$ cat src/rtl/pair_triple_sample_window_pkg.sv
// Shared encodings for the pair/triple sample window: FSM states and window stride modes.
package pair_triple_sample_window_pkg;

  typedef enum logic {
    ST_FILL = 1'b0,
    ST_FULL = 1'b1
  } state_e;

  localparam int MODE_SLIDE = 0;
  localparam int MODE_BLOCK = 1;

endpackage

$ cat src/rtl/pair_triple_sample_window_shreg.sv
// 3-bit sample shift register; taps[0] is the newest sample, taps[2] the oldest.
module pair_triple_sample_window_shreg (
  input  logic       clk,
  input  logic       rst,
  input  logic       clear,
  input  logic       shift_en,
  input  logic       din,
  output logic [2:0] taps
);

  logic [2:0] taps_q;
  logic [2:0] taps_d;

  always_comb begin
    taps_d = taps_q;
    if (clear) begin
      taps_d = 3'b000;
    end else if (shift_en) begin
      taps_d = {taps_q[1:0], din};
    end
  end

  always_ff @(posedge clk or posedge rst) begin
    if (rst) begin
      taps_q <= 3'b000;
    end else begin
      taps_q <= taps_d;
    end
  end

  assign taps = taps_q;

endmodule

$ cat src/rtl/pair_triple_sample_window.sv
// Serial-to-window feeder for the 2-of-3 majority detector, sliding or blocked stride.
module pair_triple_sample_window
  import pair_triple_sample_window_pkg::*;
#(
  parameter int BLOCK_MODE = MODE_SLIDE,
  parameter int CNT_W      = 8
) (
  input  logic             clk,
  input  logic             rst,
  input  logic             clear,
  input  logic             in_val,
  output logic             in_rdy,
  input  logic             in_bit,
  output logic             out_val,
  input  logic             out_rdy,
  output logic             out0,
  output logic             out1,
  output logic             out2,
  output logic [1:0]       fill,
  output logic [CNT_W-1:0] win_count
);

  // Handshakes: a side fires only on the edge where its valid and ready are both high.
  state_e             state_q, state_d;
  logic [1:0]         fill_q, fill_d;
  logic               presented_q, presented_d;
  logic [CNT_W-1:0]   win_count_q, win_count_d;
  logic [2:0]         taps;
  logic               in_fire;
  logic               out_fire;

  // A full window blocks new bits unless the consumer takes it this same cycle.
  assign in_rdy   = !clear && ((state_q == ST_FILL) || out_rdy);
  assign out_val  = !clear && (state_q == ST_FULL) && !presented_q;
  assign in_fire  = in_val && in_rdy;
  assign out_fire = out_val && out_rdy;

  pair_triple_sample_window_shreg u_shreg (
    .clk      (clk),
    .rst      (rst),
    .clear    (clear),
    .shift_en (in_fire),
    .din      (in_bit),
    .taps     (taps)
  );

  always_comb begin
    state_d     = state_q;
    fill_d      = fill_q;
    presented_d = presented_q;
    win_count_d = win_count_q;
    if (clear) begin
      state_d     = ST_FILL;
      fill_d      = 2'd0;
      presented_d = 1'b0;
      win_count_d = '0;
    end else begin
      if (out_fire) begin
        win_count_d = win_count_q + CNT_W'(1);
      end
      case (state_q)
        ST_FILL: begin
          if (in_fire) begin
            fill_d      = fill_q + 2'd1;
            presented_d = 1'b0;
            if (fill_q == 2'd2) begin
              state_d = ST_FULL;
            end
          end
        end
        ST_FULL: begin
          if (BLOCK_MODE == MODE_BLOCK) begin
            // The bit arriving alongside a handoff opens the next block.
            if (out_fire) begin
              state_d = ST_FILL;
              fill_d  = in_fire ? 2'd1 : 2'd0;
            end
          end else begin
            if (in_fire) begin
              presented_d = 1'b0;
            end else if (out_fire) begin
              presented_d = 1'b1;
            end
          end
        end
        default: begin
          state_d = ST_FILL;
          fill_d  = 2'd0;
        end
      endcase
    end
  end

  always_ff @(posedge clk or posedge rst) begin
    if (rst) begin
      state_q     <= ST_FILL;
      fill_q      <= 2'd0;
      presented_q <= 1'b0;
      win_count_q <= '0;
    end else begin
      state_q     <= state_d;
      fill_q      <= fill_d;
      presented_q <= presented_d;
      win_count_q <= win_count_d;
    end
  end

  assign out0      = taps[0];
  assign out1      = taps[1];
  assign out2      = taps[2];
  assign fill      = fill_q;
  assign win_count = win_count_q;

endmodule

$ cat config.mk
export PLATFORM = sky130hd
export DESIGN_NAME = pair_triple_sample_window
export DESIGN_NICKNAME = d
export VERILOG_FILES = /design/src/rtl/pair_triple_sample_window_pkg.sv /design/src/rtl/pair_triple_sample_window_shreg.sv /design/src/rtl/pair_triple_sample_window.sv
export SDC_FILE = /design/constraint.sdc
export NUM_CORES = 1
export LEC_CHECK = 0
export ABC_AREA = 1
export CAP_MARGIN = 5
export CORE_UTILIZATION = 27
export CTS_CLUSTER_DIAMETER = 150
export DETAILED_ROUTE_END_ITERATION = 8
export GPL_TIMING_DRIVEN = 0
export PLACE_DENSITY = 0.54
export SYNTH_ARGS = -nofsm -noshare
export SYNTH_HDL_FRONTEND = slang
export SYNTH_HIERARCHICAL = 1
export SYNTH_SLANG_ARGS = --single-unit
$ cat constraint.sdc
create_clock -name clk -period 1.42 [get_ports clk]
set_input_delay 0.284 -clock clk [delete_from_list [all_inputs] [get_ports clk]]
set_output_delay 0.284 -clock clk [all_outputs]
set_load 0.01 [all_outputs]
==> impl_metrics.tcl, run 1 <==
set metrics [dict create \
    place_ws_ns -0.5028 \
    gr-usage-all-layers_pct 12.08 \
    core_region_area_um2 2805 \
    die-height_um 56.80 \
    p_leak_nw 0.6435 \
    ctsHoldBuffers 0 \
    first_global_vias 709 \
    hold_viol_final 0 \
    synth_mux_area_share_pct 0 \
    grt_overflow_total 0 \
    final_cell_mix "30 x nand2_1, 15 x inv_1, 14 x dfrtp_1, 14 x dlygate4sd2_1, 11 x nand3_1" \
    drtIter0Drc 13 \
    antenna_found_initial 0 \
    clock_latency_ns 0.29 \
    cp-end-kind "primary output" \
    cts-root-buf "clkbuf_4" \
    fin_crit_ns 1.362 \
    crit_buf_inv 3 \
    crit_arrival_ns 1.08 \
    n_antenna_cell 0 \
    p_total_uw 850.1 \
    grt_pass1_wl_um 3029 \
    path_class "input port to primary output" \
    drc 2 \
    peakVddDrop_mv 0.4828 \
    nNetsFinal 146 \
    r2r-start "state_q" \
    ios 21 \
    routed_wirelength_um 1821 \
    worstHoldPathType "input port to asynchronous set/reset pin" \
    r2r_slack_ns 0.15 \
    r2r_cells 5 \
    clk_pin_slew_ns 0.09 \
    num_vias 765 \
    start_util_pct 28.90 \
    synth_warnings 6 \
    gp_congestion 0.7369 \
    cts_buffers 3 \
    startpoint_type "input port" \
    firstDrtPassIters 6 \
    dp_hpwl_um 1282 \
    slew_violations 0 \
    path_cells "clkdlybuf4s50_1 > inv_2 > a21oi_2 > buf_2" \
    ys_seq_elements 15 \
    violations "design-rule violations" \
    die_w_um 56.80 \
    status "finished with violations" \
    syn_inst 105 \
    synth_area_leaders "dfrtp_1 46%, nand2_1 14%, inv_1 7.4%, nand3_1 6.8%, nor2_1 4.6%" \
    layout_commonest_cell "nand2_1" \
    routedWlPerCell_um 10.84 \
    slowest_stage "clkdlybuf4s50_1" \
    cpLargestDelayFamily "buffers and inverters" \
    timing.rr.end "win_count[1]" \
    synth_xor_area_share_pct 0 \
    synth_top_area_cell "dfrtp_1" \
    cts_buffer_depth 2 \
    yosysSeqAreaShare_pct 46.30 \
    htreeDepth 1 \
    yosys.area_share.simple_pct 31.17 \
    cts_sinks 15 \
    finClkSkew_ns 0.006402 \
    period_share_pct 95.93 \
    rsz0062_at_grt "false" \
    num_rows 19 \
    drtAntennaViolNets 0 \
    worst_path_largest_cell_delay_ns 0.47 \
    drv_cap 0 \
    final.setup.worst_slack_ns 0.05783 \
    worstPathRequired_ns 1.14 \
    fmax_ghz 0.7341 \
    cellPowerDensity_nw_per_um2 763.4 \
    portBuffers 20 \
    synth_compound_area_share_pct 9.568 \
    yosysUniqueCellTypes 19 \
    synth_top_cell_area_share_pct 46.30 \
    cts_tree "built" \
    slew-limit-headroom_pct 65.88 \
    synthToLayoutAreaGrowth_pct 37.35 \
    synth_adder_area_share_pct 3.086 \
    postSynthAreaPerCell_um2 7.722 \
    fp.dieArea_um2 3226 \
    final_layout_size_suffix_gt1_share_pct 19.71 \
    syn-cell-area_um2 810.8 \
    synth_nets 113 \
    setup-violations-final 0 \
    grt_max_degree 13 \
    critPathMaxFanout 4 \
    via_per_inst 4.554 \
    synth_top_family_by_area "simple AND/OR/NAND/NOR gates" \
    worst_pin_slew_ns 0.5113 \
]
## where the power goes
group          switching, mW  leakage [nW]  internal (mW)
logic                 0.0755         0.423         0.0559
registers             0.0152         0.205          0.445
clock network          0.149        0.0150          0.109
## logic make-up (layout without fill, tap and decap cells)
family / Yosys count / in the layout
AOI/OAI and AO/OA: 12 / 12
DFF: 15 / 15
and+or+nand+nor: 57 / 57
buffers and inverters: 19 / 51
adders and majority gates: 2 / 2
## worst max path at each step
| stage | startpoint | endpoint | depth (start not counted) |
|---|---|---|---|
| after floorplan | fill[0] | fill[1] | 4 |
| after detailed placement | clear | out_val | 5 |
| after global placement | clear | out_val | 5 |
| final | out_rdy | in_rdy | 4 |
| after global routing | out_rdy | in_rdy | 4 |
| after CTS | out_rdy | in_rdy | 4 |
## cell usage after synthesis
library cell,number
inv_2,1
nand2_1,30
nand3_1,11
a21oi_2,4
or2_2,1
o21bai_1,1
o21ai_0,6
a21oi_1,1
nand3b_1,1
buf_6,1
nand4_1,1
ha_1,2
nand3_2,1
nor2_2,1
nor2_1,10
nor2_4,1
buf_2,1
inv_1,16
dfrtp_1,15
## stage by stage
stage | hold slack, ns | TNS [ns] | cells | instance area [um2] | utilization [%]
final | 0.1896 | 0 | 168 | 1114 | 39.70
after floorplan | 0.03764 | 0 | 105 | 810.8 | -
after detailed placement | 0.4628 | -3.470 | 156 | 1050 | 37.42
after global routing | 0.2021 | 0 | 168 | 1114 | 39.70
after CTS | 0.1816 | 0 | 168 | 1110 | 39.56
after global placement | 0.4673 | -3.129 | 156 | 1050 | 37.42
## layout make-up
cell class                 instances  area (um2)
timing repair buffer              28       232.7
fill                             299        1692
sequential                        15       376.6
tap                               31       38.79
multi-input combinational         71       359.1
inverter                          17       63.81
buffer                             2       16.27
clock buffer                       4       26.28
## repair_timing
item,4_1_cts,5_1_grt
buffers inserted,8,0
gates resized for setup,23,2
setup endpoints to repair,17,1
pin swaps,1,0
## per-layer routing
metal	up-vias	GRT usage (%)	share of wire, %
met2	22	19.56	44
met3	0	5.300	6.8
met4	0	2.091	0
met5	-	0	0
met1	350	15.06	49
li1	393	-	-
## state kept, by name (all words and copies together), names as in the netlist
register	count
presented_q	1
win_count	8
state_q	1
fill	2
u_shreg/taps	3
Note: power is estimated with default switching activity, not from simulation.
==> run 2: changes to the inputs <==
--- a/config.mk
+++ b/config.mk
@@ -6,7 +6,8 @@
 export NUM_CORES = 1
 export LEC_CHECK = 0
 export ABC_AREA = 1
-export CAP_MARGIN = 5
+export CAP_MARGIN = 20
+export CORE_ASPECT_RATIO = 0.7
 export CORE_UTILIZATION = 27
 export CTS_CLUSTER_DIAMETER = 150
 export DETAILED_ROUTE_END_ITERATION = 8
==> impl_metrics.tcl, run 2 (synthesized netlist as in run 1, its figures left out) <==
set metrics [dict create \
    status "completed" \
    first_global_vias 654 \
    layout_commonest_cell "nand2_1" \
    drtIter0Drc 32 \
    worst_path_largest_cell_delay_ns 0.48 \
    rsz0062_at_grt "false" \
    final.setup.worst_slack_ns 0.04972 \
    n_antenna_cell 0 \
    cellPowerDensity_nw_per_um2 850.0 \
    die-height_um 47.85 \
    p_leak_nw 0.6563 \
    combPwrFrac_pct 13.7 \
    fin_setup_tns_ns 0 \
    cp-end-kind "primary output" \
    finClkSkew_ns 0.005476 \
    path_cells "clkdlybuf4s50_1 > inv_2 > a21oi_2 > buf_2" \
    routed_wirelength_um 1914 \
    r2r_cells 4 \
    critPathMaxFanout 4 \
    path_class "input port to primary output" \
    clock_latency_ns 0.25 \
    fin_area_um2 1116 \
    num_vias 751 \
    cts_buffer_depth 2 \
    drc 0 \
    dp_hpwl_um 1387 \
    clk_pin_slew_ns 0.07 \
    peakVddDrop_mv 0.3690 \
    worst_pin_slew_ns 0.4955 \
    ios 21 \
    slew-limit-headroom_pct 66.93 \
    antenna_found_initial 0 \
    die_w_um 67.50 \
    period_share_pct 96.50 \
    final_cell_mix "30 x nand2_1, 15 x inv_1, 14 x dfrtp_1" \
    routedWlPerCell_um 11.33 \
    htreeDepth 1 \
    cts_sinks 15 \
    portBuffers 20 \
    grt_overflow_total 0 \
    fp.dieArea_um2 3229 \
    final_layout_size_suffix_gt1_share_pct 17.29 \
    via_per_inst 4.444 \
    drtAntennaViolNets 0 \
    fillers 293 \
    cts_buffers 3 \
    grt_pass1_wl_um 3049 \
    nNetsFinal 142 \
    cpLargestDelayFamily "buffers and inverters" \
    p_int_uw 699.5 \
    grt_max_degree 13 \
    cts_tree "built" \
    crit_arrival_ns 1.09 \
    largest_reg_flops 8 \
    r2r_slack_ns 0.20 \
    fmax_ghz 0.7298 \
    cp_num_cells 4 \
    cts-root-buf "clkbuf_8" \
    core_region_area_um2 2823 \
    worstPathRequired_ns 1.14 \
    sw_frac_of_total_pct 26.27 \
    firstDrtPassIters 4 \
    slowest_stage "clkdlybuf4s50_1" \
    worstHoldPathType "input port to asynchronous set/reset pin" \
    placed_cell_area_um2 1056 \
    fin_crit_ns 1.370 \
    synthToLayoutAreaGrowth_pct 37.65 \
    switchingPower_uw 249.2 \
    clkPwrFrac_pct 37.6 \
    gr-usage-all-layers_pct 13.57 \
    crit_buf_inv 3 \
    drv_cap 0 \
    startpoint_type "input port" \
    num_rows 16 \
    start_util_pct 28.72 \
    fin_util_pct 39.54 \
    setup-violations-final 0 \
    place_ws_ns -0.5063 \
    p_total_uw 948.7 \
    slew_violations 0 \
    gp_congestion 0.8093 \
    hold_viol_final 0 \
    seqPwrFrac_pct 48.7 \
]
-- run 2: cell count changes in the layout (fill, tap and decap cells not counted) --
cell	delta
buf_2	-1
buf_4	-4
clkbuf_2	+1
clkbuf_4	-3
clkbuf_8	+3
dlygate4sd2_1	-2
dlymetal6s2s_1	+2
-- run 2: power groups by stage --
| stage | combinational [mW] | clock (mW) | sequential, mW |
|---|---|---|---|
| 3_3_place_gp | 0.143 | 0 | 0.468 |
| 3_5_place_dp | 0.145 | 0 | 0.468 |
| 4_1_cts | 0.131 | 0.368 | 0.461 |
| 6_report | 0.130 | 0.356 | 0.462 |
| 2_1_floorplan | 0.0687 | 0 | 0.474 |
| 5_1_grt | 0.147 | 0.400 | 0.464 |
-- run 2: final cells by class --
| type | instances | area [um2] | share of cell area, % |
|---|---|---|---|
| buffer | 2 | 16.27 | 1.457 |
| clock buffer | 4 | 45.04 | 4.036 |
| timing repair buffer | 24 | 210.2 | 18.83 |
| sequential | 15 | 376.6 | 33.74 |
| multi-input combinational | 71 | 359.1 | 32.17 |
| tap | 36 | 45.04 | 4.036 |
| inverter | 17 | 63.81 | 5.717 |
-- run 2: final timing paths --
path,startpoint,end
max reg2reg,fill[0],fill[1]
min,rst,u_shreg/taps[2]
max in group asynchronous,rst,win_count[3]
min in group clk,u_shreg/taps[2],u_shreg/taps[2]
max,out_rdy,in_rdy
min reg2reg,u_shreg/taps[2],u_shreg/taps[2]
-- run 2: layer usage --
metal / track usage (%) / vias to the layer above / routed length (um)
met2: 19.21 / 17 / 795
li1: - / 383 / -
met4: 3.830 / 0 / 8
met5: 0 / - / 0
met3: 5.714 / 2 / 92
met1: 18.71 / 349 / 1019
-- run 2: repair_timing --
item | CTS | global route
endpoints found under the setup margin | 17 | 4
hold buffers | 0 | 0
gates resized for setup | 19 | 5
buffers inserted | 4 | 0
-- run 2: metrics by stage --
stage / hold slack, ns / cells
2_1_floorplan: 0.03764 / 105
3_3_place_gp: 0.4595 / 161
3_5_place_dp: 0.4632 / 161
4_1_cts: 0.2442 / 169
5_1_grt: 0.2506 / 169
6_report: 0.2445 / 169
